`config.mk`:
```
export PLATFORM = sky130hd
export DESIGN_NAME = seg_bin2bcd_encoder_flat
export DESIGN_NICKNAME = d
export VERILOG_FILES = /design/src/rtl/seg_bin2bcd_encoder_if.sv /design/src/rtl/seg_bin2bcd_encoder.sv /design/src/flat_wrapper.sv
export SDC_FILE = /design/constraint.sdc
export NUM_CORES = 1
export LEC_CHECK = 0
export ABC_AREA = 1
export ABC_CLOCK_PERIOD_IN_PS = 8010
export CAP_MARGIN = 20
export CORE_MARGIN = 5
export CORE_UTILIZATION = 50
export CTS_BUF_LIST = sky130_fd_sc_hd__clkbuf_8 sky130_fd_sc_hd__clkbuf_16
export CTS_CLUSTER_DIAMETER = 100
export CTS_CLUSTER_SIZE = 25
export DETAILED_ROUTE_END_ITERATION = 7
export GPL_ROUTABILITY_DRIVEN = 1
export PLACE_DENSITY_LB_ADDON = 0.25
export SYNTH_ARGS = -nofsm -noshare
export SYNTH_HDL_FRONTEND = slang
export SYNTH_SLANG_ARGS = --single-unit
```
`constraint.sdc`:
```
create_clock -name clk -period 8.01 [get_ports clk]
set_input_delay 1.602 -clock clk [delete_from_list [all_inputs] [get_ports clk]]
set_output_delay 1.602 -clock clk [all_outputs]
set_load 0.01 [all_outputs]
```
`src/rtl/seg_bin2bcd_encoder_if.sv`:
```
// Handshake and display bus between a value producer and seg_bin2bcd_encoder.
interface seg_bin2bcd_encoder_if #(
  parameter int unsigned BIN_W = 20
);
  logic             in_valid;
  logic             in_ready;
  logic [BIN_W-1:0] in_value;
  logic             done;
  logic             overflow;
  logic [7:0]       seg_data_0;
  logic [7:0]       seg_data_1;
  logic [7:0]       seg_data_2;
  logic [7:0]       seg_data_3;
  logic [7:0]       seg_data_4;
  logic [7:0]       seg_data_5;

  modport master (
    output in_valid, in_value,
    input  in_ready, done, overflow,
    input  seg_data_0, seg_data_1, seg_data_2, seg_data_3, seg_data_4, seg_data_5
  );

  modport slave (
    input  in_valid, in_value,
    output in_ready, done, overflow,
    output seg_data_0, seg_data_1, seg_data_2, seg_data_3, seg_data_4, seg_data_5
  );
endinterface

```
`src/rtl/seg_bin2bcd_encoder.sv`:
```
// Binary to 6-digit seven-segment encoder: sequential double-dabble, then
// active-low segment decode with optional decimal points.
// Optional feature macro: SEG_LEADING_ZERO_BLANK_EN (blank leading zero digits).
module seg_bin2bcd_encoder #(
  parameter int unsigned BIN_W   = 20,
  parameter logic [5:0]  DP_MASK = 6'b000000
) (
  input  logic                  clk,
  input  logic                  rst,
  seg_bin2bcd_encoder_if.slave  bus
);

  localparam int unsigned NDIG     = 6;
  localparam int unsigned BCD_W    = 24;
  localparam int unsigned ITER_W   = $clog2(BIN_W + 1);
  localparam logic [31:0] MAX_DISP = 32'd999999;

`ifdef SEG_LEADING_ZERO_BLANK_EN
  // Highest digit carrying a decimal point; digits at or below it are never blanked.
  function automatic int dp_high(input logic [5:0] m);
    int h;
    h = 0;
    for (int i = 0; i < 6; i++) begin
      if (m[i]) h = i;
    end
    return h;
  endfunction

  localparam int DP_HI = dp_high(DP_MASK);
`endif

  // Active-low segment pattern for one BCD digit, decimal point off.
  function automatic logic [7:0] seg_of(input logic [3:0] d);
    logic [7:0] s;
    case (d)
      4'd0:    s = 8'hc0;
      4'd1:    s = 8'hf9;
      4'd2:    s = 8'ha4;
      4'd3:    s = 8'hb0;
      4'd4:    s = 8'h99;
      4'd5:    s = 8'h92;
      4'd6:    s = 8'h82;
      4'd7:    s = 8'hf8;
      4'd8:    s = 8'h80;
      4'd9:    s = 8'h90;
      default: s = 8'hff;
    endcase
    return s;
  endfunction

  typedef enum logic [1:0] {IDLE, CONV, DECODE} state_t;

  state_t                     state_q, state_d;
  logic [BIN_W-1:0]           shift_q, shift_d;
  logic [BCD_W-1:0]           bcd_q, bcd_d;
  logic [ITER_W-1:0]          iter_q, iter_d;
  logic                       ovf_pend_q, ovf_pend_d;
  logic [NDIG-1:0][7:0]       seg_q, seg_d;
  logic                       done_q, done_d;
  logic                       overflow_q, overflow_d;
  logic                       ready_q, ready_d;

  // Add-3 step: nibbles 0..4 in full; only the low 3 bits of nibble 5 survive the shift.
  logic [19:0]                bcd_adj;
  logic [2:0]                 bcd_adj5;
  logic [NDIG-1:0][7:0]       seg_dec;
  logic [3:0]                 digit;
`ifdef SEG_LEADING_ZERO_BLANK_EN
  logic                       lead;
`endif

  // Per-nibble add-3 correction, no carry between nibbles.
  always_comb begin
    bcd_adj  = '0;
    bcd_adj5 = '0;
    for (int i = 0; i < 5; i++) begin
      bcd_adj[4*i +: 4] = (bcd_q[4*i +: 4] >= 4'd5) ? bcd_q[4*i +: 4] + 4'd3 : bcd_q[4*i +: 4];
    end
    bcd_adj5 = (bcd_q[23:20] >= 4'd5) ? bcd_q[22:20] + 3'd3 : bcd_q[22:20];
  end

  // Segment patterns for the finished BCD value, including dp, blanking and overflow dashes.
  always_comb begin
    seg_dec = '1;
    digit   = '0;
`ifdef SEG_LEADING_ZERO_BLANK_EN
    lead    = 1'b1;
`endif
    for (int i = int'(NDIG) - 1; i >= 0; i--) begin
      digit      = bcd_q[4*i +: 4];
      seg_dec[i] = seg_of(digit) & ~{DP_MASK[i], 7'b0};
`ifdef SEG_LEADING_ZERO_BLANK_EN
      lead = lead && (digit == 4'd0);
      if (lead && (i > DP_HI)) seg_dec[i] = 8'hff;
`endif
      if (ovf_pend_q) seg_dec[i] = 8'hbf;
    end
  end

  // Next-state and datapath logic.
  always_comb begin
    state_d    = state_q;
    shift_d    = shift_q;
    bcd_d      = bcd_q;
    iter_d     = iter_q;
    ovf_pend_d = ovf_pend_q;
    seg_d      = seg_q;
    overflow_d = overflow_q;
    done_d     = 1'b0;
    case (state_q)
      IDLE: begin
        if (bus.in_valid) begin
          state_d    = CONV;
          shift_d    = bus.in_value;
          bcd_d      = '0;
          iter_d     = '0;
          ovf_pend_d = 32'(bus.in_value) > MAX_DISP;
        end
      end
      CONV: begin
        bcd_d   = {bcd_adj5, bcd_adj, shift_q[BIN_W-1]};
        shift_d = {shift_q[BIN_W-2:0], 1'b0};
        iter_d  = iter_q + ITER_W'(1);
        if (iter_q == ITER_W'(BIN_W - 1)) state_d = DECODE;
      end
      DECODE: begin
        seg_d      = seg_dec;
        overflow_d = ovf_pend_q;
        done_d     = 1'b1;
        state_d    = IDLE;
      end
      default: state_d = IDLE;
    endcase
    ready_d = (state_d == IDLE);
  end

  // State and output registers.
  always_ff @(posedge clk or posedge rst) begin
    if (rst) begin
      state_q    <= IDLE;
      shift_q    <= '0;
      bcd_q      <= '0;
      iter_q     <= '0;
      ovf_pend_q <= 1'b0;
      seg_q      <= '1;
      done_q     <= 1'b0;
      overflow_q <= 1'b0;
      ready_q    <= 1'b1;
    end else begin
      state_q    <= state_d;
      shift_q    <= shift_d;
      bcd_q      <= bcd_d;
      iter_q     <= iter_d;
      ovf_pend_q <= ovf_pend_d;
      seg_q      <= seg_d;
      done_q     <= done_d;
      overflow_q <= overflow_d;
      ready_q    <= ready_d;
    end
  end

  assign bus.in_ready   = ready_q;
  assign bus.done       = done_q;
  assign bus.overflow   = overflow_q;
  assign bus.seg_data_0 = seg_q[0];
  assign bus.seg_data_1 = seg_q[1];
  assign bus.seg_data_2 = seg_q[2];
  assign bus.seg_data_3 = seg_q[3];
  assign bus.seg_data_4 = seg_q[4];
  assign bus.seg_data_5 = seg_q[5];

endmodule

```
`src/flat_wrapper.sv`:
```
// flat-port wrapper written by rule: the top's interface ports become plain ports
module seg_bin2bcd_encoder_flat 
#(
  parameter int unsigned BIN_W   = 20,
  parameter logic [5:0]  DP_MASK = 6'b000000
)
  (clk, rst, bus_in_valid, bus_in_value, bus_in_ready, bus_done, bus_overflow, bus_seg_data_0, bus_seg_data_1, bus_seg_data_2, bus_seg_data_3, bus_seg_data_4, bus_seg_data_5);
  seg_bin2bcd_encoder_if #(.BIN_W(BIN_W)) bus_i ();
  input  logic clk;
  input  logic rst;
  input wire logic [$bits(bus_i.in_valid)-1:0] bus_in_valid;
  input wire logic [$bits(bus_i.in_value)-1:0] bus_in_value;
  output wire logic [$bits(bus_i.in_ready)-1:0] bus_in_ready;
  output wire logic [$bits(bus_i.done)-1:0] bus_done;
  output wire logic [$bits(bus_i.overflow)-1:0] bus_overflow;
  output wire logic [$bits(bus_i.seg_data_0)-1:0] bus_seg_data_0;
  output wire logic [$bits(bus_i.seg_data_1)-1:0] bus_seg_data_1;
  output wire logic [$bits(bus_i.seg_data_2)-1:0] bus_seg_data_2;
  output wire logic [$bits(bus_i.seg_data_3)-1:0] bus_seg_data_3;
  output wire logic [$bits(bus_i.seg_data_4)-1:0] bus_seg_data_4;
  output wire logic [$bits(bus_i.seg_data_5)-1:0] bus_seg_data_5;
  assign bus_i.in_valid = bus_in_valid;
  assign bus_i.in_value = bus_in_value;
  assign bus_in_ready = bus_i.in_ready;
  assign bus_done = bus_i.done;
  assign bus_overflow = bus_i.overflow;
  assign bus_seg_data_0 = bus_i.seg_data_0;
  assign bus_seg_data_1 = bus_i.seg_data_1;
  assign bus_seg_data_2 = bus_i.seg_data_2;
  assign bus_seg_data_3 = bus_i.seg_data_3;
  assign bus_seg_data_4 = bus_i.seg_data_4;
  assign bus_seg_data_5 = bus_i.seg_data_5;
  seg_bin2bcd_encoder #(.BIN_W(BIN_W), .DP_MASK(DP_MASK)) u_core (.clk(clk), .rst(rst), .bus(bus_i));
endmodule
```
==> results of run 1 <==
## tightest hold or removal path, cell delays in order (launching register included)
cell     delay (ps)
dfstp_2         370
nand2_1          50
nand2_1          50
## cell type report
type / instances / area [sq um] / share of cell area [%]
Multi-Input combinational cell: 545 / 2570 / 40.3
Sequential cell: 97 / 2480 / 39.0
Timing Repair Buffer: 68 / 678 / 10.7
Inverter: 69 / 262 / 4.11
Tap cell: 140 / 175 / 2.75
Clock buffer: 11 / 151 / 2.38
Clock inverter: 5 / 47.5 / 0.747
## Yosys cell counts
master / instances
xnor2_1: 1
buf_6: 1
nor2_1: 87
clkbuf_1: 4
o21a_1: 2
o211ai_1: 6
o21ai_0: 29
dfstp_2: 43
or2_2: 2
o22ai_1: 1
buf_4: 11
nand3b_1: 1
nand2_4: 2
o21bai_1: 5
a21oi_1: 21
dfrtp_1: 54
nor3_1: 5
nor2_2: 2
or2_0: 1
nand2_2: 2
nand3_1: 66
nand2_1: 273
inv_2: 6
buf_2: 17
nand4_1: 2
ha_1: 31
inv_1: 63
conb_1: 1
## sequential cells by signal, summed over array words and instances, names as in the netlist
signal                 count
u_core.bus.seg_data_5      7
u_core.bus.in_ready        1
u_core.ovf_pend_q          1
u_core.iter_q              5
u_core.bcd_q              24
u_core.shift_q            20
u_core.bus.done            1
u_core.state_q             2
u_core.bus.seg_data_0      7
u_core.bus.overflow        1
u_core.bus.seg_data_4      7
u_core.bus.seg_data_3      7
u_core.bus.seg_data_2      7
u_core.bus.seg_data_1      7
## layer usage
layer	vias to the layer above	global-route usage [%]	wire length [um]
li1	2390	-	-
met5	-	0	0
met1	2200	24.6	5430
met3	19	2.75	557
met2	98	30.5	5380
met4	0	7.75	252
## final timing paths
kind | start | end | cells after the start | slack, ps
setup / recovery | u_core.bus.seg_data_0[3] | bus_seg_data_0[3] | 1 | 4950
setup reg to reg | u_core.state_q[0] | u_core.bus.seg_data_5[4] | 6 | 5950
hold / removal | u_core.bus.seg_data_2[6] | u_core.bus.seg_data_2[6] | 2 | 470
hold reg to reg | u_core.bus.seg_data_2[6] | u_core.bus.seg_data_2[6] | 2 | 470
min in group asynchronous | rst | u_core.shift_q[0] | 2 | 1610
max in group asynchronous | rst | u_core.bcd_q[17] | 3 | 5310
## report_power, final
group	internal [mW]	total, mW	switching (mW)
registers	0.761	0.964	0.203
clock network	0.158	0.324	0.166
logic	0.520	1.21	0.693
total	1.44	2.50	1.06
## kinds of logic after synthesis
group	count (synthesis)	synth area share, %
simple gates	443	32.7
buf+inv	102	8.26
flops	97	45.3
compound gates	64	6.46
fa+ha+maj	31	7.08
xor+xnor	1	0.160
other cells	1	0.0684
## cells in the final DEF (no fill, tap or decap), types with 5 or more instances in the layout
cell type	count
nor2_1	87
o211ai_1	6
inv_2	6
nor3_1	5
dfstp_2	43
ha_1	31
clkdlybuf4s50_1	67
inv_1	64
dfrtp_1	54
clkbuf_8	11
conb_1	6
o21ai_0	29
o21bai_1	5
nand2_1	273
a21oi_1	21
nand3_1	66
==> impl_metrics.json, run 1 <==
{
  "cts_hold_buf": 0,
  "postCtsSetupBuffers": 0,
  "gp_congestion": 0.864,
  "syn-cell-area_sq_um": 5480,
  "nets": 844,
  "critPathTopFamily": "flip-flops",
  "max_slew_margin_pct": 49.8,
  "critical_path_arrival_ps": 1460,
  "syn2layout_area_growth_pct": 16.0,
  "fp.dieArea_sq_um": 13200,
  "yosysUniqueCellTypes": 28,
  "worstPathCellList": "clkdlybuf4s50_1",
  "ant_nets": 0,
  "placed_cells": 919,
  "numPortBuffers": 67,
  "ys_warn_count": 0,
  "synth.avg_cell_area_sq_um": 7.42,
  "ys_ff_latch": 97,
  "drt_wl_total_um": 11600,
  "synth_area_leaders": "dfrtp_1, dfstp_2, nand2_1",
  "drt_iter0_markers": 261,
  "drt_pre_antenna_iters": 5,
  "hold_violations": 0,
  "die_w_um": 115,
  "rows": 38,
  "status": "finished clean",
  "hold_path_class": "flop to flop",
  "dp_slack_ps": 4800,
  "critical_path_required_ps": 6410,
  "cp_slowest_cell": "dfstp_2",
  "dpl.hpwl_um": 8090,
  "power.total_mw": 2.50,
  "core_sq_um": 10800,
  "antenna_found_initial": 0,
  "cts.repair.resized": 0,
  "grt_setup_unrepaired": "false",
  "drc": 0,
  "cts_tree": "built",
  "drive_gt1_share_pct": 9.18,
  "num_vias": 4707,
  "fin_ws_ps": 4950,
  "cts.htree.levels": 3,
  "min_period_over_period_pct": 38.2,
  "clock_skew_ps": 8.92,
  "cellPowerDensity_nw_per_um2": 393,
  "clk_latency_ps": 360,
  "wl_per_cell_um": 12.4,
  "gr-total-overflow": 0,
  "fin_crit_ps": 3060,
  "ir_drop_mv": 0.134,
  "p_leak_nw": 3.24,
  "boundaryPins": 74,
  "via_per_inst": 5.03,
  "max_freq_mhz": 327,
  "maxSlewViolCount": 0,
  "grt_pass1_wl_um": 20100,
  "die_h_um": 115,
  "nFillCells": 999,
  "finalInstanceArea_sq_um": 6360,
  "synth_top_area_share_pct": 24.7,
  "cap_violations": 0,
  "tightest_slew_ps": 752,
  "yosysSeqAreaShare_pct": 45.3,
  "synthCells": 739,
  "whs_ps": 472,
  "crit_path_max_incr_delay_ps": 560,
  "track_usage_pct": 18.5,
  "postLayoutCoreUtil_pct": 58.9,
  "start_kind": "flop",
  "start_util_pct": 50.8,
  "fin_tns_setup_ps": 0,
  "clkTransAtPathRegs_ps": 90,
  "cp-end-kind": "output port",
  "cts_sinks": 97,
  "crit_fanout": 2,
  "clk_path_buf_depth": 2,
  "setup_viol": 0,
  "cp.buffers_inverters": 1,
  "grt_max_degree": 59,
  "finalNonFillerCells": 935,
  "numCtsBuffers": 9,
  "antennaDiodeCount": 0,
  "synth_top_area_cell": "dfrtp_1",
  "setup.worst_path.class": "flop to output port",
  "placed_cell_area_sq_um": 6160,
  "grt_pass1_vias": 4522,
  "cts-root-buf": "clkbuf_8"
}
Note: power is estimated with default switching activity, not from simulation.
==> run 2, diff against run 1 <==
- ABC_CLOCK_PERIOD_IN_PS: 8010 -> 3100
- clock period: 8.01 -> 3.1 ns (I/O delays scaled with it)
==> run 2 against run 1 <==
Against the previous run: cell count rose by 0.32%; design area rose by 0.55%; non-clock buffer count rose by 3; critical path depth did not move; critical endpoint is now bus_seg_data_4[4]; largest cell class unchanged; combinational power rose to 2.6 times the previous value; clock power rose to 2.6 times the previous value.
==> impl_metrics.json, run 2 (synthesis gave the netlist of run 1 again) <==
{
  "status": "finished clean",
  "fin_ws_ps": 1030,
  "postCtsSetupBuffers": 0,
  "cts-root-buf": "clkbuf_8",
  "start_util_pct": 50.8,
  "rows": 38,
  "drive_gt1_share_pct": 9.52,
  "ant_nets": 0,
  "syn2layout_area_growth_pct": 16.7,
  "die_w_um": 115,
  "critPathTopFamily": "flip-flops",
  "core_sq_um": 10800,
  "num_vias": 4688,
  "dpl.hpwl_um": 8410,
  "numCtsBuffers": 9,
  "cts.htree.levels": 3,
  "placed_cells": 922,
  "reg2reg_to": "u_core.bus.seg_data_0[1]",
  "drt_iter0_markers": 288,
  "fin_tns_setup_ps": 0,
  "cts_tree": "built",
  "grt_pass1_vias": 4637,
  "antenna_found_initial": 0,
  "numPortBuffers": 67,
  "max_slew_margin_pct": 49.7,
  "start_kind": "flop",
  "worstPathCellList": "clkdlybuf4s50_1",
  "via_per_inst": 5.00,
  "antennaDiodeCount": 0,
  "finalNonFillerCells": 938,
  "drc": 0,
  "largest_reg_flops": 24,
  "drt_wl_total_um": 11900,
  "p_leak_nw": 3.26,
  "cts_sinks": 97,
  "clock_skew_ps": 11.6,
  "grt_pass1_wl_um": 21100,
  "wl_met3_um": 467,
  "r2r-start": "u_core.state_q[0]",
  "mostFrequentLayoutCells": "nand2_1, nor2_1, clkdlybuf4s50_1",
  "min_period_over_period_pct": 66.7,
  "cts.repair.resized": 0,
  "clk_path_buf_depth": 2,
  "die_h_um": 115,
  "route.met2.wl_um": 5670,
  "routed.top_layer": "met4",
  "nFillCells": 1005,
  "rrSetupSlack_ps": 1300,
  "grt_max_degree": 45,
  "critical_path_required_ps": 2480,
  "regMostFlops": "u_core.bcd_q",
  "cp.depth": 1,
  "track_usage_pct": 19.5,
  "hold_path_class": "flop to flop",
  "maxSlewViolCount": 0,
  "cp-endpoint": "bus_seg_data_4[4]",
  "cellPowerDensity_nw_per_um2": 1010,
  "ir_drop_mv": 0.405,
  "wl_per_cell_um": 12.7,
  "clk_latency_ps": 360,
  "grt_setup_unrepaired": "false",
  "max_freq_mhz": 484,
  "top_regs": "u_core.bcd_q (24), u_core.shift_q (20)",
  "boundaryPins": 74,
  "crit_path_max_incr_delay_ps": 550,
  "clkTransAtPathRegs_ps": 90,
  "cp.buffers_inverters": 1,
  "hold_violations": 0,
  "setup_viol": 0,
  "fin_crit_ps": 2070,
  "dp_slack_ps": 899,
  "gr-total-overflow": 0,
  "crit_fanout": 2,
  "mostFrequentLayoutCell": "nand2_1",
  "drt-met1-wl_um": 5500,
  "startpoint": "u_core.bus.seg_data_4[4]",
  "critical_path_arrival_ps": 1450,
  "drt_pre_antenna_iters": 5,
  "cp-end-kind": "output port",
  "tightest_slew_ps": 753,
  "cp_slowest_cell": "dfstp_2",
  "fp.dieArea_sq_um": 13200,
  "cap_violations": 0,
  "setup.worst_path.class": "flop to output port",
  "rr_worst_depth": 8,
  "gp_congestion": 0.900,
  "nets": 847,
  "cts_hold_buf": 0
}
-- run 2: changes by cell type in the layout (fill, tap and decap cells not counted) --
cell	change
buf_4	+2
buf_12	+1
-- run 2: how the worst min path moves through the flow --
stage / startpoint / to / slack [ps] / depth (start not counted)
floorplan: u_core.shift_q[0] / u_core.shift_q[0] / 440 / 2
global placement: u_core.bus.seg_data_4[3] / u_core.bus.seg_data_4[3] / 460 / 2
detailed placement: u_core.bus.seg_data_4[3] / u_core.bus.seg_data_4[3] / 460 / 2
CTS: u_core.bus.seg_data_4[3] / u_core.bus.seg_data_4[3] / 470 / 2
global route: u_core.bus.seg_data_3[3] / u_core.bus.seg_data_3[3] / 490 / 2
finish: u_core.bus.seg_data_4[3] / u_core.bus.seg_data_4[3] / 470 / 2
-- run 2: metal layers --
metal	GRT usage (%)	vias up
li1	-	2406
met1	26.1	2156
met2	31.9	106
met3	2.48	20
met4	8.29	0
met5	0	-
-- run 2: report_power, final --
part / internal, mW / switching [mW] / leakage (nW) / total, mW
clock: 0.409 / 0.428 / 0.112 / 0.838
combinational: 1.35 / 1.81 / 2.02 / 3.16
sequential: 1.97 / 0.533 / 1.12 / 2.50
-- run 2: final cells by class --
cell class	count	area (sq um)	area share, %
Timing Repair Buffer	71	713	11.2
Sequential cell	97	2480	38.8
Clock inverter	5	47.5	0.743
Inverter	69	262	4.09
Tap cell	140	175	2.74
Clock buffer	11	151	2.37
Multi-Input combinational cell	545	2570	40.1
-- run 2: worst reg2reg max path, delay by kind of cell, from the launching register on --
kind	cells	cell delay (ps)
buffers and inverters	3	290
flip-flops	1	440
AND/OR/NAND/NOR	5	1010
-- run 2: stage by stage --
stage          hold WS (ps)  util, %  instance area (sq um)  power (mW)
6_report                468     59.3                   6400        6.49
4_1_cts                 471     59.3                   6400        6.52
3_3_place_gp            456     57.4                   6200        5.54
2_1_floorplan           442        -                   5500        4.67
5_1_grt                 490     59.3                   6400        7.15
3_5_place_dp            456     57.4                   6200        5.66
==> run 3, diff against run 2 <==
- ABC_CLOCK_PERIOD_IN_PS: 3100 -> 1860
- clock period: 3.1 -> 1.86 ns (I/O delays scaled with it)
==> run 3 against run 2 <==
Against the previous run: clock skew up 0.69 ps; sequential power up 66%; largest power group unchanged; utilization up 0.73 points; global-route usage down 0.71 points; wire length down 2.5%; largest cell class unchanged; non-clock buffer count up 4; design area up 1.2%; cell count up 0.43%; clock power up 73%; critical path depth unchanged; first-iteration DRC count down 16%; die area unchanged.
==> impl_metrics.json, run 3 (synthesis gave the netlist of run 1 again) <==
{
  "power.total_mw": 10.9,
  "antenna_found_initial": 0,
  "critPathTopFamily": "flip-flops",
  "crit_path_max_incr_delay_ps": 540,
  "cts_hold_buf": 0,
  "placed_cell_area_sq_um": 6250,
  "dpl.hpwl_um": 8360,
  "cp.buffers_inverters": 1,
  "fin_crit_ps": 1810,
  "maxSlewViolCount": 0,
  "track_usage_pct": 18.8,
  "min_period_over_period_pct": 97.5,
  "drt-met1-wl_um": 5630,
  "start_util_pct": 50.8,
  "p_leak_nw": 3.30,
  "grt_pass1_vias": 4627,
  "start_kind": "flop",
  "tightest_slew_ps": 681,
  "clock_skew_ps": 12.3,
  "finalNonFillerCells": 942,
  "grt_setup_unrepaired": "false",
  "setup.worst_path.class": "flop to output port",
  "wl_per_cell_um": 12.3,
  "hold_violations": 0,
  "die_h_um": 115,
  "cap_violations": 0,
  "clk_path_buf_depth": 2,
  "critical_path_arrival_ps": 1440,
  "gr-total-overflow": 0,
  "status": "finished clean",
  "syn2layout_area_growth_pct": 18.1,
  "fp.dieArea_sq_um": 13200,
  "routed.top_layer": "met4",
  "core_sq_um": 10800,
  "ir_drop_mv": 0.642,
  "cts_sinks": 97,
  "fin_ws_ps": 46.4,
  "mostFrequentLayoutCells": "nand2_1, nor2_1, nand3_1",
  "drt_wl_total_um": 11600,
  "cts.htree.levels": 3,
  "drc": 0,
  "nets": 851,
  "cellPowerDensity_nw_per_um2": 1680,
  "via_per_inst": 5.03,
  "mostFrequentLayoutCell": "nand2_1",
  "drt_pre_antenna_iters": 5,
  "drive_gt1_share_pct": 10.2,
  "postCtsSetupBuffers": 0,
  "gp_congestion": 0.874,
  "cp-end-kind": "output port",
  "critical_path_required_ps": 1490,
  "worstPathCellList": "clkdlybuf4s50_1",
  "hold_path_class": "flop to flop",
  "cp_slowest_cell": "dfstp_2",
  "ant_nets": 0,
  "clk_latency_ps": 360,
  "drt_iter0_markers": 241,
  "whs_ps": 471,
  "top_regs": "u_core.bcd_q (24), u_core.shift_q (20)",
  "grt_max_degree": 98,
  "antennaDiodeCount": 0,
  "largest_reg_flops": 24,
  "wl_met3_um": 409,
  "regMostFlops": "u_core.bcd_q",
  "dp_slack_ps": 48.2,
  "setup_viol": 0,
  "postLayoutCoreUtil_pct": 60.0,
  "fin_tns_setup_ps": 0,
  "crit_fanout": 2,
  "placed_cells": 926,
  "boundaryPins": 74,
  "numPortBuffers": 67,
  "cts-root-buf": "clkbuf_8",
  "die_w_um": 115,
  "num_vias": 4741,
  "finalInstanceArea_sq_um": 6470,
  "cts_tree": "built",
  "max_freq_mhz": 551,
  "route.met2.wl_um": 5400,
  "grt_pass1_wl_um": 20500,
  "cts.repair.resized": 0,
  "max_slew_margin_pct": 54.5,
  "numCtsBuffers": 9,
  "rows": 38,
  "clkTransAtPathRegs_ps": 90
}
-- run 3: cell types whose count changed in the layout (fill, tap and decap cells not counted), sizes merged --
cell	change
clkinvlp	+1
buf	+4
inv	-2
dlymetal6s2s	+3
clkdlybuf4s50	-3
clkbuf	+1
-- run 3: where the power goes --
group | leakage, nW | total [mW] | internal (mW) | switching (mW)
logic | 2.06 | 5.28 | 2.29 | 2.99
clock network | 0.113 | 1.45 | 0.733 | 0.715
registers | 1.12 | 4.16 | 3.28 | 0.888
-- run 3: cell type report --
class                      instances  area, sq um
fill                            1019         4320
clock inverter                     4         48.8
tap                              140          175
multi-input combinational        545         2570
sequential                        97         2480
clock buffer                      12          165
inverter                          69          263
timing repair buffer              75          776
-- run 3: layer usage --
metal  vias to the layer above  global-route usage [%]
met3                        12                    2.43
met1                      2222                    25.6
li1                       2416                       -
met2                        91                    31.0
met4                         0                    6.49
met5                         -                       0
-- run 3: path summary, 6_finish.rpt --
| kind | slack [ps] | start | end | cells after the start |
|---|---|---|---|---|
| min reg2reg | 470 | u_core.bus.seg_data_2[6] | u_core.bus.seg_data_2[6] | 2 |
| max in group asynchronous | 960 | rst | u_core.bus.seg_data_2[0] | 3 |
| min | 470 | u_core.bus.seg_data_2[6] | u_core.bus.seg_data_2[6] | 2 |
| max | 50 | u_core.bus.seg_data_0[0] | bus_seg_data_0[0] | 1 |
| min in group asynchronous | 480 | rst | u_core.iter_q[0] | 3 |
| max reg2reg | 180 | u_core.state_q[0] | u_core.bus.seg_data_5[4] | 7 |
-- run 3: worst register-to-register path, delay by kind of cell, from the launching register on --
kind                   cells  cell delay, ps
AOI/OAI and AO/OA          1              90
and+or+nand+nor            3             610
DFF                        1             450
buffers and inverters      3             460
